**src/rtl/jpeg_pkg.sv**
```systemverilog
// rtl/jpeg_pkg.sv - shared constants and types for the JPEG DCT datapath
package jpeg_pkg;

    localparam int JPEG_N = 8;
    localparam int COEF_W = 12;

    typedef enum logic [1:0] {
        EMPTY = 2'd0,
        FILL  = 2'd1,
        FULL  = 2'd2,
        DRAIN = 2'd3
    } bank_state_t;

    typedef logic [JPEG_N*COEF_W-1:0] coef_row_t;

    function automatic logic bank_writable(input bank_state_t s);
        return (s == EMPTY) || (s == FILL);
    endfunction

    function automatic logic bank_readable(input bank_state_t s);
        return (s == FULL) || (s == DRAIN);
    endfunction

endpackage

```
**src/rtl/tp_bank.sv**
```systemverilog
// rtl/tp_bank.sv - one NxN transpose bank: row write port, column read mux
module tp_bank
    import jpeg_pkg::*;
#(
    parameter int W = COEF_W,
    parameter int N = JPEG_N
) (
    input  logic                        clk,
    input  logic                        rst_n,
    input  logic                        we,
    input  logic [$clog2(N)-1:0]        waddr,
    input  logic [N*W-1:0]              wdata,
    input  logic [$clog2(N)-1:0]        rcol,
    output logic [N*W-1:0]              rdata
);

    logic [N*W-1:0] mem [N];

    always_ff @(posedge clk or negedge rst_n) begin
        if (!rst_n) begin
            for (int i = 0; i < N; i++) begin
                mem[i] <= '0;
            end
        end else if (we) begin
            mem[waddr] <= wdata;
        end
    end

    // Element r of the output word is column rcol of stored row r.
    always_comb begin
        rdata = '0;
        for (int r = 0; r < N; r++) begin
            rdata[W*r +: W] = mem[r][W*int'(rcol) +: W];
        end
    end

endmodule

```
**src/rtl/transpose_pp.sv**
```systemverilog
// rtl/transpose_pp.sv - ping-pong 8x8 transpose buffer between row and column DCT
module transpose_pp
    import jpeg_pkg::*;
#(
    parameter int W = COEF_W,
    parameter int N = JPEG_N
) (
    input  logic            clk,
    input  logic            rst_n,
    input  logic            clr,
    input  logic            in_valid,
    output logic            in_ready,
    input  logic [N*W-1:0]  in_data,
    output logic            out_valid,
    input  logic            out_ready,
    output logic [N*W-1:0]  out_data,
    output logic            out_last
);

    localparam int AW = $clog2(N);
    localparam logic [AW-1:0] CNT_LAST = AW'(N - 1);

    bank_state_t    state_q [2];
    bank_state_t    state_d [2];
    logic           wbank_q, wbank_d;
    logic           rbank_q, rbank_d;
    logic [AW-1:0]  wcnt_q, wcnt_d;
    logic [AW-1:0]  rcnt_q, rcnt_d;
    logic           wr_fire, rd_fire;
    logic [N*W-1:0] col_data [2];

    // Handshake flags decode registered state only, so in_ready never depends on out_ready.
    assign in_ready  = bank_writable(state_q[wbank_q]);
    assign out_valid = bank_readable(state_q[rbank_q]);
    assign wr_fire   = in_valid && in_ready;
    assign rd_fire   = out_valid && out_ready;
    assign out_last  = out_valid && (rcnt_q == CNT_LAST);
    assign out_data  = out_valid ? col_data[rbank_q] : '0;

    for (genvar b = 0; b < 2; b++) begin : g_bank
        tp_bank #(
            .W(W),
            .N(N)
        ) u_bank (
            .clk   (clk),
            .rst_n (rst_n),
            .we    (wr_fire && !clr && (wbank_q == 1'(b))),
            .waddr (wcnt_q),
            .wdata (in_data),
            .rcol  (rcnt_q),
            .rdata (col_data[b])
        );
    end

    // Write and read fires never share a bank (writable vs readable states), so they update independently.
    always_comb begin
        state_d[0] = state_q[0];
        state_d[1] = state_q[1];
        wbank_d    = wbank_q;
        rbank_d    = rbank_q;
        wcnt_d     = wcnt_q;
        rcnt_d     = rcnt_q;
        if (clr) begin
            state_d[0] = EMPTY;
            state_d[1] = EMPTY;
            wbank_d    = 1'b0;
            rbank_d    = 1'b0;
            wcnt_d     = '0;
            rcnt_d     = '0;
        end else begin
            if (wr_fire) begin
                if (wcnt_q == CNT_LAST) begin
                    state_d[wbank_q] = FULL;
                    wcnt_d           = '0;
                    wbank_d          = ~wbank_q;
                end else begin
                    state_d[wbank_q] = FILL;
                    wcnt_d           = wcnt_q + 1'b1;
                end
            end
            if (rd_fire) begin
                if (rcnt_q == CNT_LAST) begin
                    state_d[rbank_q] = EMPTY;
                    rcnt_d           = '0;
                    rbank_d          = ~rbank_q;
                end else begin
                    state_d[rbank_q] = DRAIN;
                    rcnt_d           = rcnt_q + 1'b1;
                end
            end
        end
    end

    always_ff @(posedge clk or negedge rst_n) begin
        if (!rst_n) begin
            state_q[0] <= EMPTY;
            state_q[1] <= EMPTY;
            wbank_q    <= 1'b0;
            rbank_q    <= 1'b0;
            wcnt_q     <= '0;
            rcnt_q     <= '0;
        end else begin
            state_q[0] <= state_d[0];
            state_q[1] <= state_d[1];
            wbank_q    <= wbank_d;
            rbank_q    <= rbank_d;
            wcnt_q     <= wcnt_d;
            rcnt_q     <= rcnt_d;
        end
    end

    // Producer must hold a stalled row steady until it is taken.
    a_in_stable: assert property (@(posedge clk) disable iff (!rst_n || clr)
        (in_valid && !in_ready) |=> (!in_valid || $stable(in_data)));

    a_no_bank_overlap: assert property (@(posedge clk) disable iff (!rst_n)
        !(wr_fire && rd_fire && (wbank_q == rbank_q)));

endmodule

```
**config.mk**
```make
export PLATFORM = sky130hd
export DESIGN_NAME = transpose_pp
export DESIGN_NICKNAME = d
export VERILOG_FILES = /design/src/rtl/jpeg_pkg.sv /design/src/rtl/tp_bank.sv /design/src/rtl/transpose_pp.sv
export SDC_FILE = /design/constraint.sdc
export NUM_CORES = 2
export LEC_CHECK = 0
export BUFFER_PORTS_ARGS = -buffer_cell sky130_fd_sc_hd__buf_2
export CAP_MARGIN = 20
export CORE_ASPECT_RATIO = 0.5
export CORE_MARGIN = 1
export CORE_UTILIZATION = 55
export CTS_CLUSTER_SIZE = 14
export DETAILED_ROUTE_END_ITERATION = 16
export GPL_TIMING_DRIVEN = 1
export PLACE_DENSITY = 0.71
export SLEW_MARGIN = 10
export SYNTH_ARGS = -nofsm -noshare
export SYNTH_HDL_FRONTEND = slang
export SYNTH_SLANG_ARGS = --single-unit
export TNS_END_PERCENT = 50
```
**constraint.sdc**
```tcl
create_clock -name clk -period 2.5 [get_ports clk]
set_input_delay 0.25 -clock clk [delete_from_list [all_inputs] [get_ports clk]]
set_output_delay 0.25 -clock clk [all_outputs]
set_load 0.01 [all_outputs]
```
# == Word-level counts from Yosys, hierarchy flattened ==
# Index checks and enable logic that the tools add are counted.
# totals
register_bits,1548
input_bits,101
output_inout_bits,99
elab_cells,121
# op_classes
add_sub_neg,2
n_mul,1
order_cmp,6
n_eq_ne,5
n_shift,16
muxes,36
bitwise_logic,14
reduce_logical,19
# ops
op,n
$bwmux W768,2
$shiftx A96 B32 Y12,16
$mux W96,5
$demux W96 S3,1
$mux W4,6
$mux W3,6
$mux W2,8
$logic_and A1 B1 Y1,9
$reduce_bool A2 Y1,4
$add A3 B1 Y3 const B,2
$eq A3 B3 Y1 const B,2
$mux W1,6
$mul A2 B3 Y5 const A,1
$and A2 B2 Y2,2
$and A4 B4 Y4,1
$demux W2 S1,2
$eq A2 B2 Y1 const B,2
$ge A2 B2 Y1 const B,2
$ge A4 B4 Y1 const B,1
$lt A2 B1 Y1 const B,2
$lt A4 B1 Y1 const B,1
$not A1 Y2,2
$not A2 Y2,2
$not A3 Y4,1
other kinds (9),13

# == Depth between registers and ports, before layout ==
# depth
ltp_word,14
mapped_depth,8

# == Hierarchy ==
# A second synthesis with hierarchy kept.
# unflattened
cells_unflattened,4216
area_unflattened_um2,70431.3
# by_module_without_submodules
module,n_inst,cells_per_inst,area_per_inst_um2
tp_bank,2,1973,34216.6
transpose_pp,1,270,1998.2

# == Worst setup path before layout ==
# Ideal clock, no wire load.
# synth_timing
kind,register -> output
from,register rbank_q
to,output port out_data[37]
arrival_ns,2.160
required_time_ns,2.250
path_slack_ns,0.090
stages_incl_launch_ff,6
path_buffers,3
path_cell_list,dfrtp_1 buf_2 buf_2 buf_1 mux4_2 a221o_1
# synth_via
elab_chain_len,7
word_cells_on_any_way,11
# synth_rtl
element,line_no,source
from (decl),transpose_pp.sv:26,"logic rbank_q, rbank_d;"
from (signal assigned),transpose_pp.sv:106,rbank_q <= rbank_d;
$not A1 Y2 (not written as such) (*),"transpose_pp.sv:34, transpose_pp.sv:38",
$mux W2 (not written as such) (3 in a row),transpose_pp.sv:34,assign out_valid = bank_readable(state_q[rbank_q]);
$eq A2 B2 Y1,jpeg_pkg.sv:21,return (s == FULL) || (s == DRAIN);
$logic_or A1 B1 Y1,jpeg_pkg.sv:21,
$mux W96 (*),transpose_pp.sv:38,assign out_data = out_valid ? col_data[rbank_q] : '0;
to (decl),transpose_pp.sv:16,"output logic [N*W-1:0] out_data,"
# Mark *: on every way between the ends. The rest lies on a longest branch, timed or not. The select of a mux whose other input is x is not followed.

# == Worst setup path in the final report ==
# layout_timing
from,register rbank_q
to,output port out_data[51]
# The elaborated chain is that of the path after synthesis.

==> impl_metrics.tcl <==
set metrics [dict create \
    avgRoutedWirePerCell_um 30.6 \
    slew_viol_final 0 \
    min_period_over_period_pct 134 \
    cts_made_buffers 142 \
    final_cells 6234 \
    synth_compound_gate_area_share_pct 2.71 \
    pwr-share-clk_pct 41.4 \
    std_cell_rows 91 \
    netlist.top_cell.by_area "dfrtp_1" \
    drc 0 \
    cap_violations 0 \
    cellPowerDensity_mw_per_mm2 682 \
    synthAdderAreaFrac_pct 0.0911 \
    async_reset_ff_share_pct 100 \
    grt_busiest_layer "met2" \
    finalClockSkew_ps 18.2 \
    seqCellArea_mm2 0.0387 \
    tightest_slew_ps 650 \
    synth_top_family_by_area "multiplexers" \
    use_met3_pct 9.25 \
    status "finished, violations left" \
    cellInternalPower_mw 42.2 \
    nets 4529 \
    netSwitchingPower_mw 12.3 \
    place_congestion 0.839 \
    yosysUniqueCellTypes 39 \
    vias 39918 \
    yosysSeqAreaShare_pct 56.3 \
    grt_overflow 0 \
    switching_share_pct 22.6 \
    grt_pass1_wl_um 287000 \
    avgSynthCellArea_um2 16.6 \
    synthCells 4138 \
    firstDrtPassIters 5 \
    fmax_mhz 299 \
    syn_area_mm2 0.0687 \
    die_h_um 252 \
    core_mm2 0.124 \
    clkTransAtPathRegs_ps 70 \
    grt_max_degree 95 \
    dp_hpwl_um 128000 \
    synth_edf_count 0 \
    grt_setup_unrepaired "true" \
    violations "setup timing" \
    arrival_ps 3100 \
    p_total_mw 54.5 \
    p_leak_nw 38.2 \
    initialDrtViolationCount 2927 \
    worstSetupPathType "flop to output port" \
    antenna_found_initial 53 \
    crit_required_ps 2250 \
    synthFlopType "dfrtp_1" \
    track_usage_pct 31.1 \
    pre_cts_ws_ps -109 \
    placed_area_mm2 0.0735 \
    drive_above_1_share_pct 57.2 \
    ys_ff_latch 1546 \
    synthSimpleGateAreaFrac_pct 0.545 \
    dpl.cell_count 5874 \
    yosysWarnings 0 \
    fp.dieW_um 502 \
    ir_worst_vdd_uv 743 \
    vias_per_cell 6.40 \
    cts_tree "yes" \
    hold_viol_final 0 \
    p_seq_share_pct 50.4 \
    dieArea_mm2 0.126 \
    yosysMostFrequentCell "dfrtp_1" \
    io_buffer_count 199 \
    maxSlewHeadroom_pct 56.7 \
    syn-num-nets 4244 \
    grtUsageMet1_pct 43.9 \
    areaGrowthSynthToFinish_pct 16.3 \
    clockBufferDepth 3 \
    grt_pass1_vias 42230 \
    start_util_pct 55.6 \
    worstSetupStartpointType "flop" \
    io_pins 200 \
    drtAntennaViolNets 0 \
    p_comb_share_pct 8.2 \
    grt_use_met2_pct 46.2 \
    fin_area_mm2 0.0799 \
    crit_path_max_fanout 8 \
    fill_cells 8457 \
    root_buffer "clkbuf_16" \
    routed_wl_um 191000 \
    synthXorXnorAreaFrac_pct 0.0128 \
    htreeDepth 4 \
    multiInputGateArea_mm2 0.0286 \
    netlist.area_leader.share_pct 56.3 \
    final.setup.worst_slack_ps -848 \
    clock_latency_ps 780 \
    period_minus_slack_ps 3350 \
    setup_viol 97 \
    end_kind "output port" \
    clkSinkCount 1546 \
    min_path_type "primary input to flop" \
    synth_area_leaders "dfrtp_1, mux2_2, mux4_2" \
    synth_common_cells "dfrtp_1, mux2_2, mux4_2" \
    yosys-mux-area-fraction_pct 37.8 \
]
[flip-flops by register name, indices dropped and copies added, names as in the netlist]
signal / count
wbank_q: 1
rbank_q: 1
rcnt_q: 3
wcnt_q: 3
state_q: 2
g_bank.u_bank.mem: 1536
[power by group through the flow]
stage          registers (mW)  logic (mW)  clock network, mW
2_1_floorplan            27.6        2.92                  0
3_3_place_gp             27.8        4.27                  0
3_5_place_dp             27.9        4.45                  0
4_1_cts                  27.4        4.54               22.9
5_1_grt                  27.6        4.84               23.9
6_report                 27.5        4.50               22.6
[cell usage in the layout, fill, tap and decap left out, drive strengths merged, types with 11 or more instances in the layout]
cell type	count
dfrtp	1546
mux2	1536
buf	490
mux4	380
clkbuf	222
a221o	95
a22o	94
diode	34
dlygate4sd3	32
nand2	23
clkinv	13
bufinv	11
[layer usage]
layer / part of all wire, % / up-vias / wire length (um)
met5: 0.14 / - / 270
met4: 2.8 / 42 / 5390
met3: 8.5 / 320 / 16100
met2: 46 / 1194 / 87300
met1: 43 / 22059 / 81900
li1: - / 16303 / -
[per-stage QoR]
| stage | TNS (ps) | hold slack, ps | util (%) |
|---|---|---|---|
| after floorplan | 0 | -45.6 | - |
| after global placement | -945 | 182 | 59.5 |
| after detailed placement | -1170 | 181 | 59.5 |
| after CTS | -77210 | 1.96 | 64.2 |
| after global routing | -79640 | 22.9 | 64.7 |
| final | -74490 | 32.5 | 64.7 |
[kinds of logic (layout without fill, tap and decap cells)]
logic type / after synthesis / after routing
multiplexers: 1926 / 1926
flip-flops: 1546 / 1546
buffers and inverters: 392 / 780
AO/OA/AOI/OAI: 203 / 203
AND/OR/NAND/NOR: 65 / 65
adder cells (fa/ha/maj): 5 / 5
XOR/XNOR: 1 / 1
other: 0 / 34
[path summary, 6_finish.rpt]
path | from | endpoint | slack [ps] | cells after the start
worst min-delay path | in_data[45] | g_bank[1].u_bank.mem[45]$_DFFE_PN0P_ | 30 | 2
worst min register to register | g_bank[1].u_bank.mem[449]$_DFFE_PN0P_ | g_bank[1].u_bank.mem[449]$_DFFE_PN0P_ | 490 | 1
min in group asynchronous | rst_n | g_bank[0].u_bank.mem[257]$_DFFE_PN0P_ | 60 | 2
worst max register to register | wbank_q$_DFFE_PN0P_ | g_bank[0].u_bank.mem[287]$_DFFE_PN0P_ | 110 | 6
max in group asynchronous | rst_n | g_bank[0].u_bank.mem[118]$_DFFE_PN0P_ | 1320 | 4
worst max-delay path | rbank_q$_DFFE_PN0P_ | out_data[51] | -850 | 7
[worst max-delay path, stage by stage (launching register included)]
cell	delay [ps]
dfrtp_4	540
buf_12	200
buf_12	150
buf_12	140
mux4_2	520
a22o_4	300
a221o_1	320
buf_2	160
[what timing repair did]
| action | in CTS | in global routing |
|---|---|---|
| endpoints found under the setup margin | 97 | 100 |
| buffers inserted | 7 | 29 |
| hold endpoints to repair | 960 | 0 |
| pin swaps | 9 | 33 |
| hold buffers | 32 | 0 |
| cloned | 6 | 6 |
| resized for setup | 91 | 39 |
[layout make-up]
| class | count | area share, % |
|---|---|---|
| diodes | 34 | 0.106 |
| clock buffers | 216 | 5.39 |
| clock inverters | 31 | 0.573 |
| inverters | 2 | 0.00940 |
| multi-input cells | 2200 | 35.8 |
| flip-flops and latches | 1546 | 48.4 |
| well taps | 1674 | 2.62 |
| repair buffers | 531 | 7.10 |
Note: power is estimated with default switching activity, not from simulation.
